File: src/rtl/crc16_ctrl_pkg.sv
// Shared constants and FSM state encoding for the CRC16 frame controller.
package crc16_ctrl_pkg;

  localparam int   CRC_W    = 16;
  localparam logic MODE_GEN = 1'b0;
  localparam logic MODE_CHK = 1'b1;

  typedef enum logic [1:0] {
    ST_CLEAR  = 2'd0,
    ST_ACCEPT = 2'd1,
    ST_SETTLE = 2'd2,
    ST_RESULT = 2'd3
  } state_t;

endpackage

File: src/rtl/crc16_frame_ctrl.sv
// Frame sequencer for an external crc16_parallel engine: feeds words, then
// returns the frame CRC (generate mode) or a pass/fail verdict (check mode).
module crc16_frame_ctrl
  import crc16_ctrl_pkg::*;
#(
  parameter int MAX_WORDS = 256,
  parameter int CNT_W     = 16
) (
  input  logic             clk,
  input  logic             reset,
  input  logic             s_valid,
  output logic             s_ready,
  input  logic [CRC_W-1:0] s_data,
  input  logic             s_last,
  input  logic             mode,
  output logic             m_valid,
  input  logic             m_ready,
  output logic [CRC_W-1:0] m_crc,
  output logic             m_err,
  output logic             eng_clear,
  output logic             eng_enable,
  output logic [CRC_W-1:0] eng_data,
  input  logic [CRC_W-1:0] eng_crc,
  output logic             busy,
  output logic [CNT_W-1:0] frame_cnt,
  output logic [CNT_W-1:0] err_cnt
);

  localparam int               LEN_W   = $clog2(MAX_WORDS + 1);
  localparam logic [LEN_W-1:0] MAX_CNT = LEN_W'(MAX_WORDS);

  state_t             r_state;
  logic [LEN_W-1:0]   r_count;
  logic               r_ovf;
  logic               r_started;
  logic               r_mode;
  logic [CRC_W-1:0]   r_exp;
  logic [CRC_W-1:0]   r_crc;
  logic               r_err;
  logic [CNT_W-1:0]   r_frameCnt;
  logic [CNT_W-1:0]   r_errCnt;

  logic w_accept;
  logic w_beat;
  logic w_modeEff;
  logic w_chkLast;
  logic w_fed;
  logic w_ovfHit;

  // Mode is taken live on the first beat so single-word frames see it too.
  assign w_accept  = (r_state == ST_ACCEPT);
  assign w_beat    = s_valid & w_accept;
  assign w_modeEff = r_started ? r_mode : mode;
  assign w_chkLast = w_beat & s_last & (w_modeEff == MODE_CHK);
  assign w_fed     = w_beat & (r_count < MAX_CNT) & ~w_chkLast;
  assign w_ovfHit  = w_beat & ~w_fed & (r_count == MAX_CNT);

  always_ff @(posedge clk or posedge reset) begin
    if (reset) begin
      r_state    <= ST_CLEAR;
      r_count    <= '0;
      r_ovf      <= 1'b0;
      r_started  <= 1'b0;
      r_mode     <= MODE_GEN;
      r_exp      <= '0;
      r_crc      <= '0;
      r_err      <= 1'b0;
      r_frameCnt <= '0;
      r_errCnt   <= '0;
    end else begin
      case (r_state)
        ST_CLEAR: begin
          r_count   <= '0;
          r_ovf     <= 1'b0;
          r_started <= 1'b0;
          r_exp     <= '0;
          r_state   <= ST_ACCEPT;
        end
        ST_ACCEPT: begin
          if (w_beat) begin
            r_started <= 1'b1;
            if (!r_started) r_mode <= mode;
            if (w_fed)      r_count <= r_count + 1'b1;
            if (w_ovfHit)   r_ovf <= 1'b1;
            if (w_chkLast)  r_exp <= s_data;
            if (s_last)     r_state <= ST_SETTLE;
          end
        end
        ST_SETTLE: begin
          // eng_crc has absorbed the final fed word by now.
          r_crc   <= eng_crc;
          r_err   <= r_ovf | ((r_mode == MODE_CHK) & (eng_crc != r_exp));
          r_state <= ST_RESULT;
        end
        ST_RESULT: begin
          if (m_ready) begin
            r_frameCnt <= r_frameCnt + 1'b1;
            r_errCnt   <= r_errCnt + CNT_W'(r_err);
            r_state    <= ST_CLEAR;
          end
        end
        default: r_state <= ST_CLEAR;
      endcase
    end
  end

  assign s_ready    = w_accept;
  assign m_valid    = (r_state == ST_RESULT);
  assign m_crc      = r_crc;
  assign m_err      = r_err;
  assign eng_clear  = (r_state == ST_CLEAR);
  assign eng_enable = w_fed;
  assign eng_data   = s_data;
  assign busy       = (r_state == ST_SETTLE) | (r_state == ST_RESULT) | (w_accept & r_started);
  assign frame_cnt  = r_frameCnt;
  assign err_cnt    = r_errCnt;

endmodule

File: config.mk
export PLATFORM = sky130hd
export DESIGN_NAME = crc16_frame_ctrl
export DESIGN_NICKNAME = d
export VERILOG_FILES = /design/src/rtl/crc16_ctrl_pkg.sv /design/src/rtl/crc16_frame_ctrl.sv
export SDC_FILE = /design/constraint.sdc
export NUM_CORES = 1
export LEC_CHECK = 0
export ABC_AREA = 1
export CAP_MARGIN = 20
export CORE_MARGIN = 2
export CORE_UTILIZATION = 49
export CTS_CLUSTER_SIZE = 10
export DETAILED_ROUTE_END_ITERATION = 7
export PLACE_DENSITY = 0.92
export SYNTH_ARGS = -nofsm -noshare
export SYNTH_HDL_FRONTEND = slang
export SYNTH_SLANG_ARGS = --single-unit
File: constraint.sdc
create_clock -name clk -period 2.8 [get_ports clk]
set_input_delay 0.28 -clock clk [delete_from_list [all_inputs] [get_ports clk]]
set_output_delay 0.28 -clock clk [all_outputs]
set_load 0.1 [all_outputs]
==> flow_metrics.py <==
metrics = {
    "sta": {
        "period_share_pct": 86.1,
        "final.setup_skew_ns": 0.00621,
        "period_needed_ns": 2.41,
        "drv_slew": 0,
        "whs_ns": 0.374,
        "finalSetupTns_ns": 0,
        "tightest_slew_ns": 0.699,
        "slew_headroom_pct": 53.4,
        "setup-violations-final": 0,
        "finalHoldViolCount": 0,
        "fmax_mhz": 415,
        "rsz0062_at_grt": "false",
    },
    "place": {
        "io_buffers": 107,
        "gp_congestion": 0.823,
        "placedInstanceArea_mm2": 0.00500,
        "hpwl_um": 7150,
    },
    "route": {
        "avgViaCountPerCell": 5.03,
        "antenna_left": 0,
        "highest_layer": "met4",
        "detail_route.wl_per_cell_um": 13.4,
        "first_iter_violations": 186,
        "met1_length_um": 3950,
        "wl_met2_um": 4860,
        "via_count": 3537,
        "wl_met3_um": 489,
        "drc": 0,
        "drtPass1Iterations": 4,
        "drt-total-wl_um": 9410,
    },
    "outcome": {
        "outcome": "completed",
    },
    "power": {
        "p_clk_share_pct": 17.3,
        "p_int_uw": 2670,
        "powerDensity_mw_per_mm2": 1110,
        "seqPwrFrac_pct": 28.5,
        "swShare_pct": 54.0,
        "fin_total_pwr_uw": 5800,
        "leakage_uw": 0.00272,
        "ir_drop_uv": 959,
        "p_switching_uw": 3130,
        "combPwrFrac_pct": 54.2,
    },
    "worst_setup_path": {
        "crit_fanout": 17,
        "cp-end-kind": "output pin",
        "crit_slowest_cell": "dfrtp_1",
        "crit_family": "simple AND/OR/NAND/NOR gates",
        "start_kind": "register",
        "required_ns": 2.52,
        "path_cells": "inv_1, ha_1, nand2_4, nor2_8, nand2_2, nand3_2, inv_1, buf_4",
        "crit_path_start": "r_state[1]",
        "max_stage_delay_ns": 0.41,
        "crit_arrival_ns": 2.13,
        "r2r_start": "r_state[1]",
        "worst-setup-path-type": "register to output pin",
        "cp_num_buf_inv": 3,
        "crit_path_frequent_cell": "inv_1",
    },
    "layout": {
        "final_cell_area_mm2": 0.00524,
        "n_antenna_cell": 0,
        "drive_above_1_share_pct": 18.4,
        "syn_to_final_growth_pct": 27.4,
        "nets": 642,
    },
    "yosys": {
        "syn_inst": 499,
        "synth.mux.area_fraction_pct": 0,
        "synth_nets": 546,
        "mappedNetlistArea_mm2": 0.00411,
        "synth.avg_cell_area_um2": 8.24,
        "yosysTopAreaCell": "dfrtp_1",
        "ys_seq_elements": 79,
        "synth_xor_area_share_pct": 5.75,
        "yosys.area.top_type_share_pct": 48.1,
        "seq_area_frac_synth_pct": 48.1,
        "synth-async-reset-ratio_pct": 100,
        "ys_types": 34,
        "yosys_warnings": 0,
        "synth_compound_area_share_pct": 6.66,
        "ys.flop_type": "dfrtp_1",
        "synth_commonest_cells": "nand2_1 (137), dfrtp_1 (79), inv_1 (70)",
        "synth_most_common_cell": "nand2_1",
        "synth_edf_count": 0,
        "synthTopCellsByArea": "dfrtp_1 (48%), nand2_1 (13%), inv_1 (6.4%), o21ai_0 (4.9%), nand3_1 (4.5%)",
        "yosys.area_share.adder_pct": 2.74,
        "yosys.area_share.simple_pct": 26.3,
        "synth_top_family_by_area": "simple AND/OR/NAND/NOR gates",
    },
    "global_route": {
        "grt_pass1_vias": 3602,
        "grt_max_degree": 48,
        "grt_pass1_wl_um": 16100,
        "overflow": 0,
        "antenna_found_initial": 0,
        "track_usage_pct": 22.3,
    },
    "floorplan": {
        "dieArea_mm2": 0.00914,
        "chipHeight_um": 95.6,
        "core_area_mm2": 0.00818,
        "ioPinCount": 108,
        "row_count": 33,
        "die_w_um": 95.6,
        "initial_core_util_pct": 50.3,
    },
    "clocking": {
        "cts_buffer_depth": 2,
        "cts_setup_buffers": 0,
        "clkTransAtPathRegs_ns": 0.08,
        "clock-sinks": 79,
        "cts_resized": 0,
        "hold_buffers": 0,
        "clk_latency_ns": 0.34,
        "htreeDepth": 3,
        "cts_buffers": 9,
        "root_buffer": "clkbuf_8",
        "tritoncts": "done",
    },
    "min_path": {
        "min_path_type": "input pin to asynchronous set/reset pin",
    },
    "job": {
        "maxCapViolCount": 0,
    },
}
[sequential cells by signal (all words and copies together) (netlist names)]
register and cells:
r_ovf 1, r_mode 1, r_state 2, m_err 1, r_started 1, r_count 9
frame_cnt 16, m_crc 16, r_exp 16, err_cnt 16
[metal layers]
metal	global-route usage [%]	vias to the layer above
met1	27.7	1659
li1	-	1732
met2	39.5	132
met4	7.26	0
met3	3.32	14
met5	0	-
[layout make-up]
class                   instances  area, um2
multi-input cells             324       1700
well taps                     105        131
fillers                       645       2940
clock buffers                  10        138
repair buffers                109        923
inverters                      72        270
clock inverters                 4       95.1
flip-flops and latches         79       1980
[metrics by stage]
step	setup WS (ns)	std cells	util, %
5_1_grt	0.190	703	64.1
6_report	0.389	703	64.1
3_5_place_dp	0.689	689	61.2
4_1_cts	0.363	703	64.1
2_1_floorplan	0.0826	499	-
3_3_place_gp	0.864	689	61.2
[worst paths after layout]
kind	endpoint	cells after the start	slack, ns
min in group clk	err_cnt[15]	1	0.49
worst max-delay path	eng_enable	8	0.39
max in group asynchronous	m_err	3	1.73
worst max register to register	r_count[3]	11	0.73
worst min-delay path	frame_cnt[12]	2	0.37
worst min register to register	err_cnt[15]	1	0.49
[logic make-up after synthesis]
logic type               Yosys count
AND/OR/NAND/NOR                  237
buffers and inverters             96
AO/OA/AOI/OAI                     51
XOR/XNOR                          27
flip-flops                        79
adder cells (fa/ha/maj)            9
[power by group through the flow]
stage	Clock (uW)	Sequential, uW	Combinational [uW]
6_report	1000	1660	3140
5_1_grt	1080	1690	3340
4_1_cts	1020	1650	3160
3_5_place_dp	0	1670	3160
3_3_place_gp	0	1650	3090
2_1_floorplan	0	2950	1210
[cells in the final DEF, fill, tap and decap left out]
cell type / synthesis / layout
a21oi_1: 3 / 3
a21oi_2: 1 / 1
buf_12: 0 / 1
buf_4: 17 / 71
bufinv_16: 0 / 3
clkbuf_8: 0 / 10
clkdlybuf4s50_1: 0 / 37
clkinv_1: 1 / 1
clkinv_2: 0 / 1
dfrtp_1: 79 / 79
ha_1: 9 / 9
inv_1: 70 / 69
inv_2: 1 / 2
nand2_1: 137 / 137
nand2_2: 5 / 5
nand2_4: 3 / 3
nand3_1: 37 / 37
nand3_2: 1 / 1
nand3b_1: 1 / 1
nand3b_2: 1 / 1
nand4_1: 3 / 3
nor2_1: 30 / 30
nor2_2: 3 / 3
nor2_4: 3 / 3
nor2_8: 1 / 1
nor3_1: 8 / 8
nor3_2: 2 / 2
nor3_4: 1 / 1
nor4_1: 1 / 1
o21ai_0: 40 / 40
o21ai_1: 5 / 5
o21ai_4: 1 / 1
o41ai_1: 1 / 1
xnor2_1: 11 / 11
xor2_1: 16 / 16
Note: power is estimated with default switching activity, not from simulation.
